File: config.mk
export PLATFORM = sky130hd
export DESIGN_NAME = ring_freq_counter
export DESIGN_NICKNAME = d
export VERILOG_FILES = /design/src/rtl/ring_freq_counter.sv
export SDC_FILE = /design/constraint.sdc
export NUM_CORES = 1
export LEC_CHECK = 0
export ABC_CLOCK_PERIOD_IN_PS = 3500
export CELL_PAD_IN_SITES_DETAIL_PLACEMENT = 1
export CELL_PAD_IN_SITES_GLOBAL_PLACEMENT = 1
export CORE_MARGIN = 1
export CORE_UTILIZATION = 44
export CTS_BUF_LIST = sky130_fd_sc_hd__clkbuf_4 sky130_fd_sc_hd__clkbuf_8
export DETAILED_ROUTE_END_ITERATION = 10
export GPL_TIMING_DRIVEN = 0
export PLACE_DENSITY_LB_ADDON = 0.1
export SLEW_MARGIN = 20
export SYNTH_ARGS = -nofsm -noshare
export SYNTH_HDL_FRONTEND = slang
export SYNTH_SLANG_ARGS = --single-unit
File: constraint.sdc
create_clock -name clk -period 3.5 [get_ports clk]
set_clock_uncertainty 0.2 [all_clocks]
set_input_delay 0.525 -clock clk [delete_from_list [all_inputs] [get_ports clk]]
set_output_delay 0.525 -clock clk [all_outputs]
set_load 0.05 [all_outputs]
File: src/rtl/ring_freq_counter.sv
// Ring-oscillator frequency counter: selects a tap, waits for settling, counts
// synchronised ring rising edges over a fixed clk gate window, reports the result.
module ring_freq_counter #(
   parameter int GATE_CYCLES   = 1024,
   parameter int SETTLE_CYCLES = 16,
   parameter int SYNC_STAGES   = 2,
   parameter int CNT_W         = 16
) (
   input  logic             clk,
   input  logic             rst_n,
   input  logic             ring_in,
   input  logic             start,
   input  logic             sweep,
   input  logic [2:0]       tap_req,
   output logic [2:0]       tap,
   output logic             busy,
   output logic [CNT_W-1:0] count,
   output logic [2:0]       count_tap,
   output logic             count_valid,
   output logic             overflow
);

   localparam logic [1:0] S_IDLE    = 2'd0;
   localparam logic [1:0] S_SETTLE  = 2'd1;
   localparam logic [1:0] S_MEASURE = 2'd2;
   localparam logic [1:0] S_REPORT  = 2'd3;

   localparam int TMAX = (GATE_CYCLES > SETTLE_CYCLES) ? GATE_CYCLES : SETTLE_CYCLES;
   localparam int TW   = $clog2(TMAX + 1);
   localparam logic [CNT_W-1:0] CNT_MAX = '1;

   logic [1:0]             state;
   logic [SYNC_STAGES-1:0] sync;
   logic                   prev;
   logic                   ring_edge;
   logic [TW-1:0]          timer;
   logic [CNT_W-1:0]       edge_cnt;
   logic                   ovf;
   logic                   sweep_q;

   assign ring_edge = sync[SYNC_STAGES-1] & ~prev;
   // The final count_valid cycle still counts as busy, so a start there is dropped.
   assign busy = (state != S_IDLE) || count_valid;

   always_ff @(posedge clk) begin
      if (!rst_n) begin
         state       <= S_IDLE;
         sync        <= '0;
         prev        <= 1'b0;
         timer       <= '0;
         edge_cnt    <= '0;
         ovf         <= 1'b0;
         sweep_q     <= 1'b0;
         tap         <= 3'd0;
         count       <= '0;
         count_tap   <= 3'd0;
         count_valid <= 1'b0;
         overflow    <= 1'b0;
      end else begin
         sync        <= {sync[SYNC_STAGES-2:0], ring_in};
         prev        <= sync[SYNC_STAGES-1];
         count_valid <= 1'b0;
         case (state)
            S_IDLE: begin
               if (start && !count_valid) begin
                  sweep_q <= sweep;
                  tap     <= sweep ? 3'd0 : tap_req;
                  timer   <= TW'(SETTLE_CYCLES - 1);
                  state   <= S_SETTLE;
               end
            end
            S_SETTLE: begin
               if (timer == '0) begin
                  timer    <= TW'(GATE_CYCLES - 1);
                  edge_cnt <= '0;
                  ovf      <= 1'b0;
                  state    <= S_MEASURE;
               end else begin
                  timer <= timer - 1'b1;
               end
            end
            S_MEASURE: begin
               // An edge arriving at full scale is lost and flagged, never wrapped.
               if (ring_edge) begin
                  if (edge_cnt == CNT_MAX) ovf <= 1'b1;
                  else                     edge_cnt <= edge_cnt + 1'b1;
               end
               if (timer == '0) state <= S_REPORT;
               else             timer <= timer - 1'b1;
            end
            S_REPORT: begin
               count       <= edge_cnt;
               count_tap   <= tap;
               overflow    <= ovf;
               count_valid <= 1'b1;
               if (sweep_q && (tap != 3'd7)) begin
                  tap   <= tap + 3'd1;
                  timer <= TW'(SETTLE_CYCLES - 1);
                  state <= S_SETTLE;
               end else begin
                  state <= S_IDLE;
               end
            end
            default: state <= S_IDLE;
         endcase
      end
   end

endmodule

==> impl_metrics.toml <==
[layout]
final_cell_mix = "dfxtp_1, nor2_1, clkdlybuf4s50_1"
syn2layout_area_growth_pct = 23.67
drive_above_1_share_pct = 7.479
fin_nets = 373
diodes = 0
fin_area_sq_mm = 0.003432
mostFrequentLayoutCell = "dfxtp_1"

[critical_path]
arrival_ps = 2980
max_stage_delay_ps = 600
critPathBufInv = 1
critPathLaunch = "timer[0]$_SDFFE_PN0P_"
r2r-start = "timer[0]$_SDFFE_PN0P_"
cp-end-kind = "flop"
rr_endpoint = "edge_cnt[12]$_SDFFE_PN0P_"
crit_fanout = 6
path_depth = 7
worst-r2r-setup-slack_ps = 590
crit_type = "flop to flop"
cp_slowest_cell = "or4_4"
cp_cell_sequence = "inv_1 > ha_1 > or4b_1 > o31a_1 > or4_4 > or4_1 > a21oi_1"
cp_top_family = "simple AND/OR/NAND/NOR gates"
cp-start-kind = "flop"
reg2regPathDepth = 7
crit_required_ps = 3570

[pwr]
cellPowerDensity_mw_per_mm2 = 763.7
internal_power_mw = 1.585
seqPwrFrac_pct = 31.6
vdd_drop_max_mv = 0.4239
p_sw_share_pct = 39.54
leakage_nw = 1.292
power_mw = 2.621
clkPwrFrac_pct = 28.9
switchingPower_mw = 1.036
combPwrFrac_pct = 39.4

[job]
max_cap_viol_count = 0

[logic_synthesis]
synthCells = 313
yosys.area.top_type_share_pct = 41.84
synth_warnings = 0
synthArstFlopShare_pct = 0
synth.avg_cell_area_sq_um = 8.866
synth-compound-area-share_pct = 17.27
synth-simple-area-share_pct = 22.68
yosysTopAreaCell = "dfxtp_1"
ys_seq_area_share_pct = 41.84
yosys.cell_types.count = 45
synthMuxAreaShare_pct = 10.46
netlist_area_sq_mm = 0.002775
synth_flop_cell = "dfxtp_1"
synth_edf_count = 0
syn_nets = 330
synthAdderAreaFrac_pct = 4.058
synth-seq-cells = 58
synth_top_family_by_area = "simple AND/OR/NAND/NOR gates"
yosys-top-cells-area = "dfxtp_1, mux2i_1, nor2_1"
synth_xor_area_share_pct = 0.3156

[drt]
firstDrtPassIters = 4
drc = 0
routedWlPerCell_microns = 17.00
drt_iter0_markers = 107
drt_wl_total_mm = 7.413
via_count = 2561
postRouteAntennaNets = 0
viasPerCell = 5.874

[cts]
ctsHoldBuffers = 0
cts-htree-levels = 3
insertion_delay_ps = 350
cts_repair_resize_count = 0
cts_tree = "built"
path_clk_slew_ps = 70
clock_sink_count = 58
root_buffer = "clkbuf_8"
numCtsBuffers = 9
cts_max_path_buffers = 2
post-cts-setup-buffers = 0

[sta]
max_slew.worst_pin.slew_ps = 804.6
finalHoldViolCount = 0
finalCritPeriodShare_pct = 83.22
period_minus_slack_ps = 2913
rsz0062_at_grt = "no"
max_freq_ghz = 0.3433
setup_violations = 0
maxSlewViolCount = 0
fin_setup_tns_ps = 0
slew_headroom_pct = 46.36

[die]
io-pin-count = 33
die_y_microns = 81.42
rows = 28
coreArea_sq_mm = 0.005991
initial_core_util_pct = 46.32
die_w_microns = 81.42
dieArea_sq_mm = 0.006628

[grt]
grt_max_degree = 11
met3_usage_pct = 4.000
top_usage_layer = "met2"
grtUsageMet2_pct = 40.25
track_usage_pct = 24.40
use_met1_pct = 31.45
antenna_found_initial = 0
grt_first_pass_wirelength_mm = 12.09
gr-total-overflow = 0
grt_pass1_vias = 2436

[hold_path]
min-delay-start = "sync[0]$_SDFF_PN0_"
hold_path_depth = 1
hold_class = "flop to flop"
min_to = "sync[1]$_SDFF_PN0_"

[placed_design]
routabilityCongestion = 0.8534
dpl_cell_area_sq_mm = 0.003189
dpl.hpwl_mm = 5.289
portBuffers = 32

[run_status]
status = "finished clean"
-- flip-flops by register name, summed over array words and instances, names as in the netlist, 2 cells and up --
signal	count
sync	2
count_tap	3
tap	3
edge_cnt	16
timer	11
state	2
count	16
-- per-stage QoR --
stage          hold slack (ps)  setup slack (ps)  utilization, %  cells
2_1_floorplan            211.9             812.5               -    313
3_3_place_gp             215.9             488.5           53.24    420
3_5_place_dp             227.9             449.2           53.24    420
4_1_cts                  260.7             409.7           57.18    436
5_1_grt                  289.3             336.1           57.29    436
6_report                 253.7             587.2           57.29    436
-- per-layer routing --
layer	vias up	part of all wire, %
li1	1243	-
met4	0	1.7
met3	11	2.5
met1	1266	49
met2	41	47
met5	-	0
-- Yosys cell counts, drive strengths merged (5+ instances only) --
master,number
ha,9
inv,13
mux2i,29
or3,9
nand2b,10
or4,6
clkbuf,11
nor3,11
nand2,21
o21a,6
dfxtp,58
nand3,10
o21ai,16
nor2,32
o221a,5
a21oi,17
-- power by group through the flow --
stage / sequential, mW / combinational (mW) / clock [mW]
after floorplan: 0.876 / 0.693 / 0
after global placement: 0.839 / 0.966 / 0
after detailed placement: 0.844 / 1.02 / 0
after CTS: 0.830 / 1.03 / 0.764
after global routing: 0.844 / 1.14 / 0.794
final: 0.829 / 1.03 / 0.758
-- cells by family (layout without fill, tap and decap cells) --
logic type      after synthesis  in the layout
mux                          29             29
compound gates               70             70
fa+ha+maj                     9              9
buf+inv                      25             73
flops                        58             58
simple gates                121            121
xor+xnor                      1              1
-- final cells by class --
cell class                      instances  area, sq um
Buffer                                 12        45.04
Clock inverter                          6        105.1
Clock buffer                           10        131.4
Multi-Input combinational cell        230         1526
Sequential cell                        58         1161
Timing Repair Buffer                   32        320.3
Tap cell                               75        93.84
Fill cell                             691         2559
Inverter                               13        48.80
-- how the worst max path moves through the flow --
stage | to | slack (ps)
6_report | edge_cnt[12]$_SDFFE_PN0P_ | 590
5_1_grt | timer[2]$_SDFFE_PN0P_ | 340
4_1_cts | edge_cnt[7]$_SDFFE_PN0P_ | 410
3_5_place_dp | edge_cnt[15]$_SDFFE_PN0P_ | 450
3_3_place_gp | edge_cnt[9]$_SDFFE_PN0P_ | 490
2_1_floorplan | edge_cnt[12]$_SDFFE_PN0P_ | 810
Note: power is estimated with default switching activity, not from simulation.
==> RTL edit: new RTL, same flow settings <==
Add an input register stage for `ring_in`, `start`, `sweep` and `tap_req`; this delays them by one clock. Comments in the files are not updated.
--- a/src/rtl/ring_freq_counter.sv
+++ b/src/rtl/ring_freq_counter.sv
@@ -29,6 +29,18 @@
    localparam int TW   = $clog2(TMAX + 1);
    localparam logic [CNT_W-1:0] CNT_MAX = '1;
 
+   logic ring_q;
+   logic start_q;
+   logic sweep_r;
+   logic [2:0] tap_req_q;
+
+   always_ff @(posedge clk) begin
+      ring_q    <= ring_in;
+      start_q   <= start;
+      sweep_r   <= sweep;
+      tap_req_q <= tap_req;
+   end
+
    logic [1:0]             state;
    logic [SYNC_STAGES-1:0] sync;
    logic                   prev;
@@ -57,14 +69,14 @@
          count_valid <= 1'b0;
          overflow    <= 1'b0;
       end else begin
-         sync        <= {sync[SYNC_STAGES-2:0], ring_in};
+         sync        <= {sync[SYNC_STAGES-2:0], ring_q};
          prev        <= sync[SYNC_STAGES-1];
          count_valid <= 1'b0;
          case (state)
             S_IDLE: begin
-               if (start && !count_valid) begin
-                  sweep_q <= sweep;
-                  tap     <= sweep ? 3'd0 : tap_req;
+               if (start_q && !count_valid) begin
+                  sweep_q <= sweep_r;
+                  tap     <= sweep_r ? 3'd0 : tap_req_q;
                   timer   <= TW'(SETTLE_CYCLES - 1);
                   state   <= S_SETTLE;
                end
Formal check against the unedited RTL: not equivalent (a bounded check fails within 4 cycles, from zero or initial values and one cycle with rst_n low).
==> RTL edit against the unedited design <==
Register-to-register slack improved by 0.31 ns; cell count increased by 12%; cell area increased by 9.6%; area after synthesis increased by 14%; sequential cell count increased by 6; first-iteration DRC count increased by 52%; sequential power increased by 5.7%; total power decreased by 5.0%; setup slack improved by 0.052 ns; count of clock-buffer cells in the layout unchanged; maximum frequency increased by 1.8%; routed wire length increased by 13%; non-clock buffer count increased by 9; critical path type is now reg2out; largest cell class unchanged; largest power group unchanged.
==> RTL edit: results (changes against the unedited design) <==
number of fill cells in the layout=821 (+19%); largest net degree at the start of global routing=13 (+2); Rel. slew slack=38.2% (-8.1 points); Post-Syn Nets=362 (+9.7%); Worst R2R Setup Slack=0.90 ns (+0.31 ns); synth top area cells=dfxtp_1 (41%), mux2i_1 (10%), nor2_1 (3.9%); met3 GRT Util=6.38% (+2.4 points); slowest cell delay on critical path=0.80 ns (+0.20 ns); reg2reg path depth=8 (+1); CP max FO=8 (+2); dpl hpwl=5950 um (+13%); most frequent cells after synthesis=dfxtp_1 (64), mux2i_1 (33), nor2_1 (33), nand2_1 (23), nand2b_1 (17); met1 Use GR=32.0% (+0.50 points); CP Launch Point=state[0]; Total GRT Usage=24.1% (-0.34 points); status=complete, no violations; FF-to-FF End=edge_cnt[15]; Seq/Total Area, Yosys=40.6% (-1.2 points); WL/cell=17.2 um (+1.2%); Net count, final=404 (+8.3%); initial DRC count=163 (+52%); grt met2 use=38.6% (-1.6 points); Slowest cell on crit path=clkdlybuf4s50_1; worst setup path endpoint=busy; Final GP Congestion=0.798 (-6.5%); CP arrival=2.14 ns (-0.84 ns); synthesized instance count=345 (+10%); Leakage=0.00130 uW (+0.23%)
RTL edit: worst min path at each step:
stage,start,to,slack (ns),cells after the start
after global placement,sync[0],sync[1],0.22,1
after CTS,ring_q,sync[0],0.24,1
after floorplan,ring_q,sync[0],0.21,1
after detailed placement,ring_q,sync[0],0.21,1
final,ring_q,sync[0],0.24,1
after global routing,sync[0],sync[1],0.26,1
RTL edit: layer usage:
| metal | wire, um | share of wire [%] |
|---|---|---|
| met4 | 92 | 1.1 |
| met5 | 0 | 0 |
| met2 | 3850 | 46 |
| met1 | 4090 | 49 |
| met3 | 363 | 4.3 |
RTL edit: cell type report:
type | instances | area (um2) | share of cell area (%)
buffer | 22 | 91.3 | 2.43
clock buffer | 10 | 131 | 3.49
clock inverter | 6 | 45.0 | 1.20
inverter | 11 | 41.3 | 1.10
multi-input combinational | 248 | 1740 | 46.3
sequential | 64 | 1280 | 34.1
tap | 96 | 120 | 3.19
timing repair buffer | 31 | 310 | 8.25
RTL edit: stage by stage:
stage | instance area (um2) | setup WS [ns] | hold WS, ns | total power (uW)
floorplan | 3150 | 1.20 | 0.206 | 1640
global placement | 3580 | 0.812 | 0.221 | 1880
detailed placement | 3580 | 0.768 | 0.214 | 1910
CTS | 3760 | 0.621 | 0.243 | 2500
global route | 3760 | 0.509 | 0.262 | 2650
finish | 3760 | 0.639 | 0.240 | 2490
RTL edit: power breakdown:
part	internal [uW]	switching (uW)	total, uW
clock	267	312	578
sequential	800	75.7	876
combinational	361	675	1040
RTL edit: logic make-up after synthesis:
group / share of synthesized area (%)
AO/OA/AOI/OAI: 17.3
adder cells (fa/ha/maj): 3.57
buffers and inverters: 4.20
flip-flops: 40.6
multiplexers: 10.5
AND/OR/NAND/NOR: 23.8
